$ cat src/rtl/uart_cmd_pkg.sv
// Shared types and constants for the UART command-frame parser.
package uart_cmd_pkg;

   typedef enum logic [2:0] {
      ST_HUNT    = 3'd0,
      ST_ADDR    = 3'd1,
      ST_DLO     = 3'd2,
      ST_DHI     = 3'd3,
      ST_CHK     = 3'd4,
      ST_RESPOND = 3'd5
   } state_e;

   localparam int unsigned FRAME_LEN     = 5;
   localparam logic [7:0]  DEF_SYNC_BYTE = 8'hA5;
   localparam logic [7:0]  DEF_ACK_BYTE  = 8'h06;
   localparam logic [7:0]  DEF_NAK_BYTE  = 8'h15;

   function automatic logic [7:0] frame_chk(input logic [7:0] addr,
                                            input logic [7:0] dlo,
                                            input logic [7:0] dhi);
      return addr ^ dlo ^ dhi;
   endfunction

endpackage

$ cat src/rtl/uart_cmd_parser.sv
// Parses SYNC/ADDR/DLO/DHI/CHK frames from an RX FIFO into register writes
// and answers each completed frame with ACK or NAK through a TX FIFO.
module uart_cmd_parser
   import uart_cmd_pkg::*;
#(
   parameter logic [7:0]  SYNC_BYTE      = DEF_SYNC_BYTE,
   parameter logic [7:0]  ACK_BYTE       = DEF_ACK_BYTE,
   parameter logic [7:0]  NAK_BYTE       = DEF_NAK_BYTE,
   parameter int unsigned TIMEOUT_CYCLES = 56250
) (
   input  logic        clock,
   input  logic        reset,
   input  logic        rx_empty,
   input  logic [7:0]  rx_data,
   output logic        rx_remove,
   input  logic        tx_full,
   output logic        tx_insert,
   output logic [7:0]  tx_data,
   output logic        reg_write,
   output logic [7:0]  reg_addr,
   output logic [15:0] reg_data,
   output logic        frame_error
);

   localparam int unsigned     CNT_W   = $clog2(TIMEOUT_CYCLES + 1);
   localparam logic [CNT_W-1:0] CNT_MAX = CNT_W'(TIMEOUT_CYCLES);

   state_e           state_q, state_d;
   logic [CNT_W-1:0] tmo_cnt_q, tmo_cnt_d;
   logic             reg_write_q, reg_write_d;
   logic             frame_error_q, frame_error_d;
   logic [7:0]       reg_addr_q, reg_addr_d;
   logic [15:0]      reg_data_q, reg_data_d;
   logic [7:0]       pend_q, pend_d;
   logic [7:0]       addr_q, dlo_q, dhi_q;
   logic             in_frame;

   assign in_frame = (state_q == ST_ADDR) || (state_q == ST_DLO) ||
                     (state_q == ST_DHI)  || (state_q == ST_CHK);

   // Reset gates the strobes combinationally so they drop the instant reset rises.
   assign rx_remove   = ~reset & ~rx_empty & (state_q != ST_RESPOND);
   assign tx_insert   = ~reset & ~tx_full & (state_q == ST_RESPOND);
   assign tx_data     = pend_q;
   assign reg_write   = reg_write_q;
   assign frame_error = frame_error_q;
   assign reg_addr    = reg_addr_q;
   assign reg_data    = reg_data_q;

   always_comb begin
      state_d       = state_q;
      tmo_cnt_d     = tmo_cnt_q;
      reg_write_d   = 1'b0;
      frame_error_d = 1'b0;
      reg_addr_d    = reg_addr_q;
      reg_data_d    = reg_data_q;
      pend_d        = pend_q;
      case (state_q)
         ST_HUNT: begin
            tmo_cnt_d = '0;
            if (rx_remove && (rx_data == SYNC_BYTE)) state_d = ST_ADDR;
         end
         ST_ADDR, ST_DLO, ST_DHI, ST_CHK: begin
            // A byte present on the deadline cycle still counts as on time.
            if (rx_remove) begin
               tmo_cnt_d = '0;
               case (state_q)
                  ST_ADDR: state_d = ST_DLO;
                  ST_DLO:  state_d = ST_DHI;
                  ST_DHI:  state_d = ST_CHK;
                  default: begin
                     state_d = ST_RESPOND;
                     if (frame_chk(addr_q, dlo_q, dhi_q) == rx_data) begin
                        reg_write_d = 1'b1;
                        reg_addr_d  = addr_q;
                        reg_data_d  = {dhi_q, dlo_q};
                        pend_d      = ACK_BYTE;
                     end else begin
                        frame_error_d = 1'b1;
                        pend_d        = NAK_BYTE;
                     end
                  end
               endcase
            end else if (tmo_cnt_q == CNT_MAX) begin
               frame_error_d = 1'b1;
               tmo_cnt_d     = '0;
               state_d       = ST_HUNT;
            end else begin
               tmo_cnt_d = tmo_cnt_q + CNT_W'(1);
            end
         end
         ST_RESPOND: begin
            tmo_cnt_d = '0;
            if (tx_insert) state_d = ST_HUNT;
         end
         default: begin
            tmo_cnt_d = '0;
            state_d   = ST_HUNT;
         end
      endcase
   end

   always_ff @(posedge clock or posedge reset) begin
      if (reset) begin
         state_q       <= ST_HUNT;
         tmo_cnt_q     <= '0;
         reg_write_q   <= 1'b0;
         frame_error_q <= 1'b0;
         reg_addr_q    <= '0;
         reg_data_q    <= '0;
         pend_q        <= '0;
      end else begin
         state_q       <= state_d;
         tmo_cnt_q     <= tmo_cnt_d;
         reg_write_q   <= reg_write_d;
         frame_error_q <= frame_error_d;
         reg_addr_q    <= reg_addr_d;
         reg_data_q    <= reg_data_d;
         pend_q        <= pend_d;
      end
   end

   // Frame payload bytes; only ever read after being written within the same frame.
   always_ff @(posedge clock) begin
      if (rx_remove && (state_q == ST_ADDR)) addr_q <= rx_data;
      if (rx_remove && (state_q == ST_DLO))  dlo_q  <= rx_data;
      if (rx_remove && (state_q == ST_DHI))  dhi_q  <= rx_data;
   end

endmodule

$ cat config.mk
export PLATFORM = sky130hd
export DESIGN_NAME = uart_cmd_parser
export DESIGN_NICKNAME = d
export VERILOG_FILES = /design/src/rtl/uart_cmd_pkg.sv /design/src/rtl/uart_cmd_parser.sv
export SDC_FILE = /design/constraint.sdc
export NUM_CORES = 1
export LEC_CHECK = 0
export ABC_AREA = 1
export BUFFER_PORTS_ARGS = -buffer_cell sky130_fd_sc_hd__clkbuf_2
export CORE_MARGIN = 3
export CORE_UTILIZATION = 40
export DETAILED_ROUTE_END_ITERATION = 16
export PLACE_DENSITY = 0.56
export SYNTH_ARGS = -nofsm -noshare
export SYNTH_HDL_FRONTEND = slang
export SYNTH_SLANG_ARGS = --single-unit
export TNS_END_PERCENT = 30
$ cat constraint.sdc
create_clock -name clock -period 3.6 [get_ports clock]
set_input_delay 0.72 -clock clock [delete_from_list [all_inputs] [get_ports clock]]
set_output_delay 0.72 -clock clock [all_outputs]
set_load 0.01 [all_outputs]
# == Yosys cells after proc, flatten, opt, wreduce, memory -nomap -nowiden ==
# Cells that the tools add are included.
# classes
addsub,1
n_eq_ne,12
n_mux,19
bitwise,10
reduce_logical,10
# op_table
op,count
two-way mux 16 bit,3
case mux 3 bit (3 select lines),2
adder 16 x 1 -> 16 bit (second input constant),1
equality test 16 bit (second input constant),1
XOR 8 bit,2
two-way mux 3 bit,4
two-way mux 1 bit,9
equality test 8 bit,1
equality test 8 bit (second input constant),1
equality test 3 x 2 -> 1 bit (second input constant),2
equality test 3 bit (second input constant),2
inequality test 3 bit (second input constant),2
AND reduction 3 bit,2
two-way mux 5 bit,1
bitwise AND 1 bit,4
logical AND 1 bit,4
inequality test 2 bit (second input constant),2
NOT 1 bit,4
AND reduction 4 bit,1
OR reduction 4 bit,1
equality test 3 x 1 -> 1 bit (second input constant),1
zero test 3 bit,1
OR reduction 3 bit,1
# totals
ff_bits,77
out_inout_bits,36
elab_cells,62

# == Depth between registers and ports, before layout ==
# Gate-level depths: netlist of run 1.
# depth
depth_word,7
mapped_depth,12

# == Least setup slack after synthesis of run 1 ==
# No wires, ideal clock.
# synth_path
kind,input to register
from,input port reset
to,register dhi_q[0] (enable)
setup_time_ns,0.398
t_arrival_ns,1.840
slack_ns,1.362
cell_stages,3
n_path_buf,0
path_cell_list,nor2_1 > inv_1 > nor4_1
# synth_via
elab_chain_cells,4
# synth_rtl
item,line_no,rtl
"start, declared",uart_cmd_parser.sv:12,"input logic reset,"
NOT 1 bit,uart_cmd_parser.sv:42,assign rx_remove = ~reset & ~rx_empty & (state_q != ST_RESPOND);
bitwise AND 1 bit (2 in series),uart_cmd_parser.sv:42,
logical AND 1 bit,uart_cmd_parser.sv:127,if (rx_remove && (state_q == ST_DHI)) dhi_q <= rx_data;
"end signal, assigned",uart_cmd_parser.sv:127,
"end, declared",uart_cmd_parser.sv:35,"logic [7:0] addr_q, dlo_q, dhi_q;"
# No other way between the ends.
# A chain may end at the register's enable or synchronous reset.

# == Final worst setup path of run 1 ==
# layout_path
from,register state_q[0]
to,output port rx_remove
# layout_via
elab_chain_cells,2
# layout_rtl
item,line_no,rtl
"start, declared",uart_cmd_parser.sv:28,"state_e state_q, state_d;"
"start signal, assigned",uart_cmd_parser.sv:113,state_q <= state_d;
inequality test 3 bit,uart_cmd_parser.sv:42,
bitwise AND 1 bit,uart_cmd_parser.sv:42,
"end, declared",uart_cmd_parser.sv:15,"output logic rx_remove,"
# No other way between the ends.

==> metrics.md, run 1 <==
| Metric | Value |
|---|---|
| Outcome | finished clean |
| Area leader, netlist | dfrtp_1 |
| Worst slack at placement | roughly 1.1 ns |
| Final Hold Viols | 0 |
| Pin count of the biggest net entering global routing | 49 |
| Synth top area share | 35.69% |
| H-tree Lvls | 3 |
| Clock share of power | 37.5% |
| Worst setup path endpoint | rx_remove |
| Die height | approximately 98 µm |
| Syn_area_per_cell | about 9.1 µm² |
| Initial Util | 42.46% |
| Pwr per Cell Area | 517.3 nW/µm² |
| GR Overflow Total | 0 |
| Minimum clock period | approximately 2.2 ns |
| # Max-Cap Violations | 0 |
| Drt first pass iters | 4 |
| HPWL Detailed | around 4700 µm |
| GRT Total Usage | between 10% and 20% |
| Drt total wl | roughly 6500 µm |
| YS warnings | 0 |
| Via density | 4.695 |
| Initial antenna violation count | 0 |
| CP required | approximately 2.9 ns |
| CTS Sinks | 72 |
| Root Buffer | clkbuf_8 |
| Number of CTS-inserted buffers | 9 |
| Setup bufs post-CTS | 0 |
| Internal Pwr Total | approximately 1.5 mW |
| Final worst-path cycle share | roughly three fifths |
| RR Endpoint | reg_data[12] |
| Worst setup SP type | register |
| Setup Crit Path Kind | register to output port |
| Net Switching | around 0.55 mW |
| IO Pins | 48 |
| CP endpoint kind | output port |
| Hold buffer count at CTS | 0 |
| CORE AREA | 7928 µm² |
| Initial DRC count | 130 |
| Diodes inserted | 0 |
| Seq/Total Area, Yosys | a little under three fifths |
| Combinational share of power | 15.1% |
| Wire per inst | approximately 12 µm |
| Reg2reg start | dhi_q[0] |
| Setup TNS Final | 0 ns |
| P_leak | between 1.5 and 2 nW |
| Final net count | ~430 |
| Final Skew | around 0.0091 ns |
| First-pass GRT wire length | 10890 µm |
| Buffer depth of the longest clock path | 2 |
| Area contributors post-synth | dfrtp_1, edfxtp_1, nand2_1 |
| Die width | 97.73 µm |
| RSZ-0062 raised after global routing | false |
| Worst setup margin | between 1 and 1.5 ns |
| TritonCTS clock tree | yes |
| Sw Share | 27.29% |
| Worst Setup SP | state_q[0] |
| R2R setup slack | roughly 1.6 ns |
| Post-CTS Resized | 0 |
| # DRC | 0 |
| Vias in the first global route | ~2.2k |
| Placer Congestion | 0.8014 |
| Worst-path clk slew | approximately 0.070 ns |
| Area growth syn-to-layout | 15.91% |
| Reg power frac | 47.5% |
| Filler cells | roughly 760 |
| Final Max Tran Viols | 0 |
| Routed Antenna Nets | 0 |
| Worst r2r path cells | 11 |
| Cells after Synth | between 300 and 400 |
| Share of cells above drive strength 1 | 21.99% |
| Worst ir drop on vdd | 270.7 µV |
| Row count | 32 |
| Vias | roughly 2.5k |
| Critical Path Fanout Max | 5 |
| Max-slew headroom | between 30% and 40% |
| Final setup fails | 0 |
| Synth Register Bits | 72 |
| Synth cell types | 30 |
| Die footprint | 9551 µm² |
| Worst EP arrival | 1.45 ns |
| Post-Syn Area | 3366 µm² |
| Fmax | 461.5 MHz |
| Clock Latency Late Sink | 0.34 ns |
| Worst slew pin tran | a little over 1 ns |
| Number of port buffers | 43 |
| Hold Path Class | register to register |
| Total power | about 2 mW |
==> power groups by stage <==
| stage | sequential [mW] | combinational (mW) | clock [mW] |
|---|---|---|---|
| floorplan | 0.965 | 0.225 | 0 |
| global placement | 0.971 | 0.304 | 0 |
| detailed placement | 0.972 | 0.309 | 0 |
| CTS | 0.957 | 0.310 | 0.778 |
| global route | 0.965 | 0.357 | 0.813 |
| finish | 0.958 | 0.305 | 0.756 |
==> layout by cell type, fill, tap and decap left out, types with 2 or more instances in the layout <==
| master | count |
|---|---|
| nor3_1 | 6 |
| nand4_1 | 3 |
| conb_1 | 4 |
| o21ai_2 | 18 |
| nand2_1 | 118 |
| buf_4 | 3 |
| nand3_1 | 13 |
| nor4_2 | 3 |
| ha_1 | 2 |
| dfrtp_1 | 48 |
| nor2_1 | 34 |
| bufinv_16 | 3 |
| xor2_1 | 4 |
| edfxtp_1 | 24 |
| o21ai_0 | 8 |
| inv_2 | 5 |
| o211ai_1 | 2 |
| o21a_1 | 3 |
| clkbuf_2 | 43 |
| inv_1 | 41 |
| nor2_2 | 4 |
| xnor2_1 | 5 |
| clkbuf_8 | 9 |
| a21oi_1 | 9 |
==> cells by family after synthesis <==
family	synth area share (%)
buf+inv	7.955
compound gates	8.661
fa+ha+maj	0.7434
flops	57.10
simple gates	23.09
xor+xnor	2.342
other cells	0.1114
==> worst max-delay path, cell delays in order, from the launching register on <==
cell and delay, ns:
dfrtp_1 0.43, inv_1 0.17, nor2_2 0.06, nand2_1 0.08, nand2_1 0.10, inv_1 0.12, clkbuf_2 0.14
==> per-stage QoR <==
step | instance area (µm²) | instances | util, % | hold WS [ns]
after CTS | 3901 | 525 | 49.21 | 0.4694
after detailed placement | 3666 | 509 | 46.24 | 0.4586
after global placement | 3666 | 509 | 46.24 | 0.4499
after global routing | 3901 | 525 | 49.21 | 0.4938
after floorplan | 3377 | 372 | - | 0.4305
final | 3901 | 525 | 49.21 | 0.4692
==> registers in the layout (all words and copies together) (netlist names) <==
register	flops
reg_data	16
tmo_cnt_q	16
addr_q	8
dhi_q	8
dlo_q	8
reg_addr	8
state_q	3
tx_data	3
frame_error	1
reg_write	1
==> Yosys cell counts <==
master	count
nand2_1	118
inv_1	42
inv_2	4
buf_2	1
o211ai_1	2
nor3_1	6
o21ai_0	8
nor2_2	4
a21oi_1	9
or2_2	1
ha_1	2
nor2_1	34
buf_6	4
xor2_1	4
o21a_1	3
nor2_4	1
o21ai_1	1
nand3_1	13
conb_1	1
nand3b_1	1
edfxtp_1	24
and3_1	1
dfrtp_1	48
o21ai_2	18
a31oi_1	1
nor4_1	3
xnor2_1	5
nand4_1	3
nand3_4	1
buf_4	6
==> worst min path at each step <==
stage	from	to	slack, ns	cells past startpoint
6_report	tmo_cnt_q[0]	tmo_cnt_q[0]	0.47	1
5_1_grt	tmo_cnt_q[0]	tmo_cnt_q[0]	0.49	1
2_1_floorplan	tmo_cnt_q[0]	tmo_cnt_q[0]	0.43	1
3_3_place_gp	tmo_cnt_q[0]	tmo_cnt_q[0]	0.45	1
3_5_place_dp	tx_data[2]	tx_data[2]	0.46	1
4_1_cts	tmo_cnt_q[0]	tmo_cnt_q[0]	0.47	1
==> area by class of cell <==
cell class	instances	area [µm²]	share of cell area [%]
multi-input combinational	243	1206	30.92
clock inverter	6	107.6	2.758
sequential	72	1922	49.26
timing repair buffer	46	237.7	6.094
tap	102	127.6	3.271
inverter	46	172.7	4.426
clock buffer	10	127.6	3.271
==> routing by layer <==
layer	vias up	wire, µm	global-route usage, %	share of wire (%)
met5	-	0	0	0
met4	0	81	6.177	1.2
met3	9	365	3.143	5.6
met2	61	2864	21.19	44
met1	1131	3216	20.37	49
li1	1264	-	-	-
Power figures use the tool's default switching activity.
==> run 2, diff against run 1 <==
==> constraint.sdc (replaced) <==
create_clock -name clock -period 2.03 [get_ports clock]
set_input_delay 0.406 -clock clock [delete_from_list [all_inputs] [get_ports clock]]
set_output_delay 0.406 -clock clock [all_outputs]
set_load 0.01 [all_outputs]
==> run 2 against run 1 <==
- clock skew down 0.0017 ns
- worst hold slack got worse by 0.44 ns
- final cell count is 1.3% higher
- sequential power grew 76%
- clock power rose by 79%
- setup slack got worse by 1.3 ns
- core utilization grew 0.82 points
- sequential share of layout area fell by 0.81 points
- total power up 79%
- critical path depth unchanged
- wire length grew 1.4%
- largest cell class unchanged
- highest routed layer unchanged
==> metrics.md, run 2 (synthesis gave the netlist of run 1 again) <==
| Metric | Value |
|---|---|
| P_leak | 1.958 nW (+2.1%) |
| Worst EP arrival | 1.45 ns (about the same) |
| Pin count of the biggest net entering global routing | 37 (-24%) |
| Worst-path clk slew | 0.07 ns (about the same) |
| Final net count | 439 (+1.6%) |
| Setup bufs post-CTS | 0 (unchanged) |
| Minimum clock period | approximately 1.9 ns |
| Routed Antenna Nets | 0 (unchanged) |
| H-tree Lvls | 3 (unchanged) |
| Number of CTS-inserted buffers | 9 (unchanged) |
| Worst setup margin | 0.1764 ns (-1.257 ns) |
| CP required | 1.62 ns (-1.26 ns) |
| Post-CTS Resized | 0 (unchanged) |
| Fmax | about 540 MHz |
| Setup Crit Path Kind | register to output port |
| Final worst-path cycle share | ~90% |
| Critical Path Fanout Max | 5 (unchanged) |
| Hold Path Class | primary input to async pin |
| Drt first pass iters | 4 (unchanged) |
| Worst ir drop on vdd | 680.4 µV (+150%) |
| Final Skew | 0.007420 ns (-0.001702 ns) |
| DR WL met3 | 362 µm (-0.82%) |
| GR Overflow Total | 0 (unchanged) |
| First-pass GRT wire length | 11320 µm (+4.0%) |
| Uppermost routed layer | met4 |
| Root Buffer | clkbuf_8 |
| Drt total wl | 6618 µm (+1.4%) |
| Die height | 97.73 µm (unchanged) |
| CORE AREA | 7928 µm² (unchanged) |
| Vias | 2438 (-1.1%) |
| HPWL Detailed | 4942 µm (+5.6%) |
| Wl on met1 | 3302 µm (+2.7%) |
| CP cell instances | inv_1 > nor2_2 > nand2_1 > nand2_1 > inv_1 > clkbuf_2 |
| Worst setup SP type | register |
| Final Hold Viols | 0 (unchanged) |
| RSZ-0062 raised after global routing | false |
| Initial DRC count | 101 (-22%) |
| Setup TNS Final | 0 ns (unchanged) |
| Final Max Tran Viols | 0 (unchanged) |
| Initial antenna violation count | 0 (unchanged) |
| Area growth syn-to-layout | 17.84% |
| Die width | 97.73 µm (unchanged) |
| CP endpoint kind | output port |
| Non-Filler Instances | 532 (+1.3%) |
| Initial Util | 42.46% (unchanged) |
| # DRC | 0 (unchanged) |
| Reg2reg start | state_q[0] |
| TritonCTS clock tree | yes |
| Clock Latency Late Sink | 0.34 ns (about the same) |
| # Max-Cap Violations | 0 (unchanged) |
| Number of port buffers | 43 (unchanged) |
| CP peak stage delay | 0.43 ns (about the same) |
| CTS Sinks | 72 (unchanged) |
| Placer Congestion | 0.8308 (+3.7%) |
| Diodes inserted | 0 (unchanged) |
| Vias in the first global route | 2356 (+5.4%) |
| Wire per inst | 12.44 µm (about the same) |
| IO Pins | 48 (unchanged) |
| Worst slack at placement | 0.1827 ns (-0.9196 ns) |
| Slowest CP cell | dfrtp_1 |
| Buffer depth of the longest clock path | 2 (unchanged) |
| Worst r2r path cells | 8 (-3) |
| Row count | 32 (unchanged) |
| Worst Setup SP | state_q[0] |
| Final setup fails | 0 (unchanged) |
| Outcome | finished clean |
| Filler cells | 770 (+1.4%) |
| Via density | 4.583 (-2.4%) |
| Total placed cells including tap cells | 516 (+1.4%) |
| Die footprint | 9551 µm² (unchanged) |
| Share of cells above drive strength 1 | 23.49% (+1.5 points) |
| GRT Total Usage | 14.88% (+0.55 points) |
| Hold buffer count at CTS | 0 (unchanged) |
| Most frequent cells in the layout | nand2_1, dfrtp_1, clkbuf_2 |
| Most common cell after layout, fill and taps aside | nand2_1 |
| Pwr per Cell Area | 909.1 nW/µm² (+76%) |
| Met2 routed WL | 2864 µm (unchanged) |
==> run 2: power breakdown <==
part	switching [mW]	internal [mW]
Combinational	0.359	0.203
Sequential	0.0828	1.61
Clock	0.541	0.813
==> run 2: stage by stage <==
stage,total power [mW],util [%],hold WS (ns),area [µm²]
CTS,3.652,50.03,0.01893,3966
finish,3.606,50.03,0.02636,3966
floorplan,2.110,-,0.4305,3377
detailed placement,2.286,47.06,0.3929,3731
global route,3.835,50.03,0.03939,3966
global placement,2.280,47.06,0.3924,3731
==> run 2: final timing paths <==
path	endpoint	slack [ns]
setup / recovery	rx_remove	0.18
hold / removal	tmo_cnt_q[14]	0.03
setup reg to reg	tmo_cnt_q[7]	0.27
hold reg to reg	tmo_cnt_q[0]	0.47
max in group asynchronous	reg_data[6]	1.45
min in group clock	dlo_q[1]	0.31
==> run 2: worst max-delay path, delay by kind of cell, from the launching register on <==
kind | cells | cell delay, ns
DFF | 1 | 0.43
and+or+nand+nor | 3 | 0.24
buffers and inverters | 3 | 0.43
==> run 2: per-layer routing <==
metal	vias up	track usage, %
met2	58	21.77
met3	8	3.857
met1	1099	21.53
met4	0	5.112
li1	1273	-
met5	-	0
==> run 2: layout make-up <==
type	instances	area [µm²]	area share, %
Clock buffer	10	127.6	3.218
Clock inverter	6	107.6	2.713
Inverter	46	172.7	4.353
Multi-Input combinational cell	243	1206	30.41
Sequential cell	72	1922	48.45
Tap cell	102	127.6	3.218
Timing Repair Buffer	53	302.8	7.634
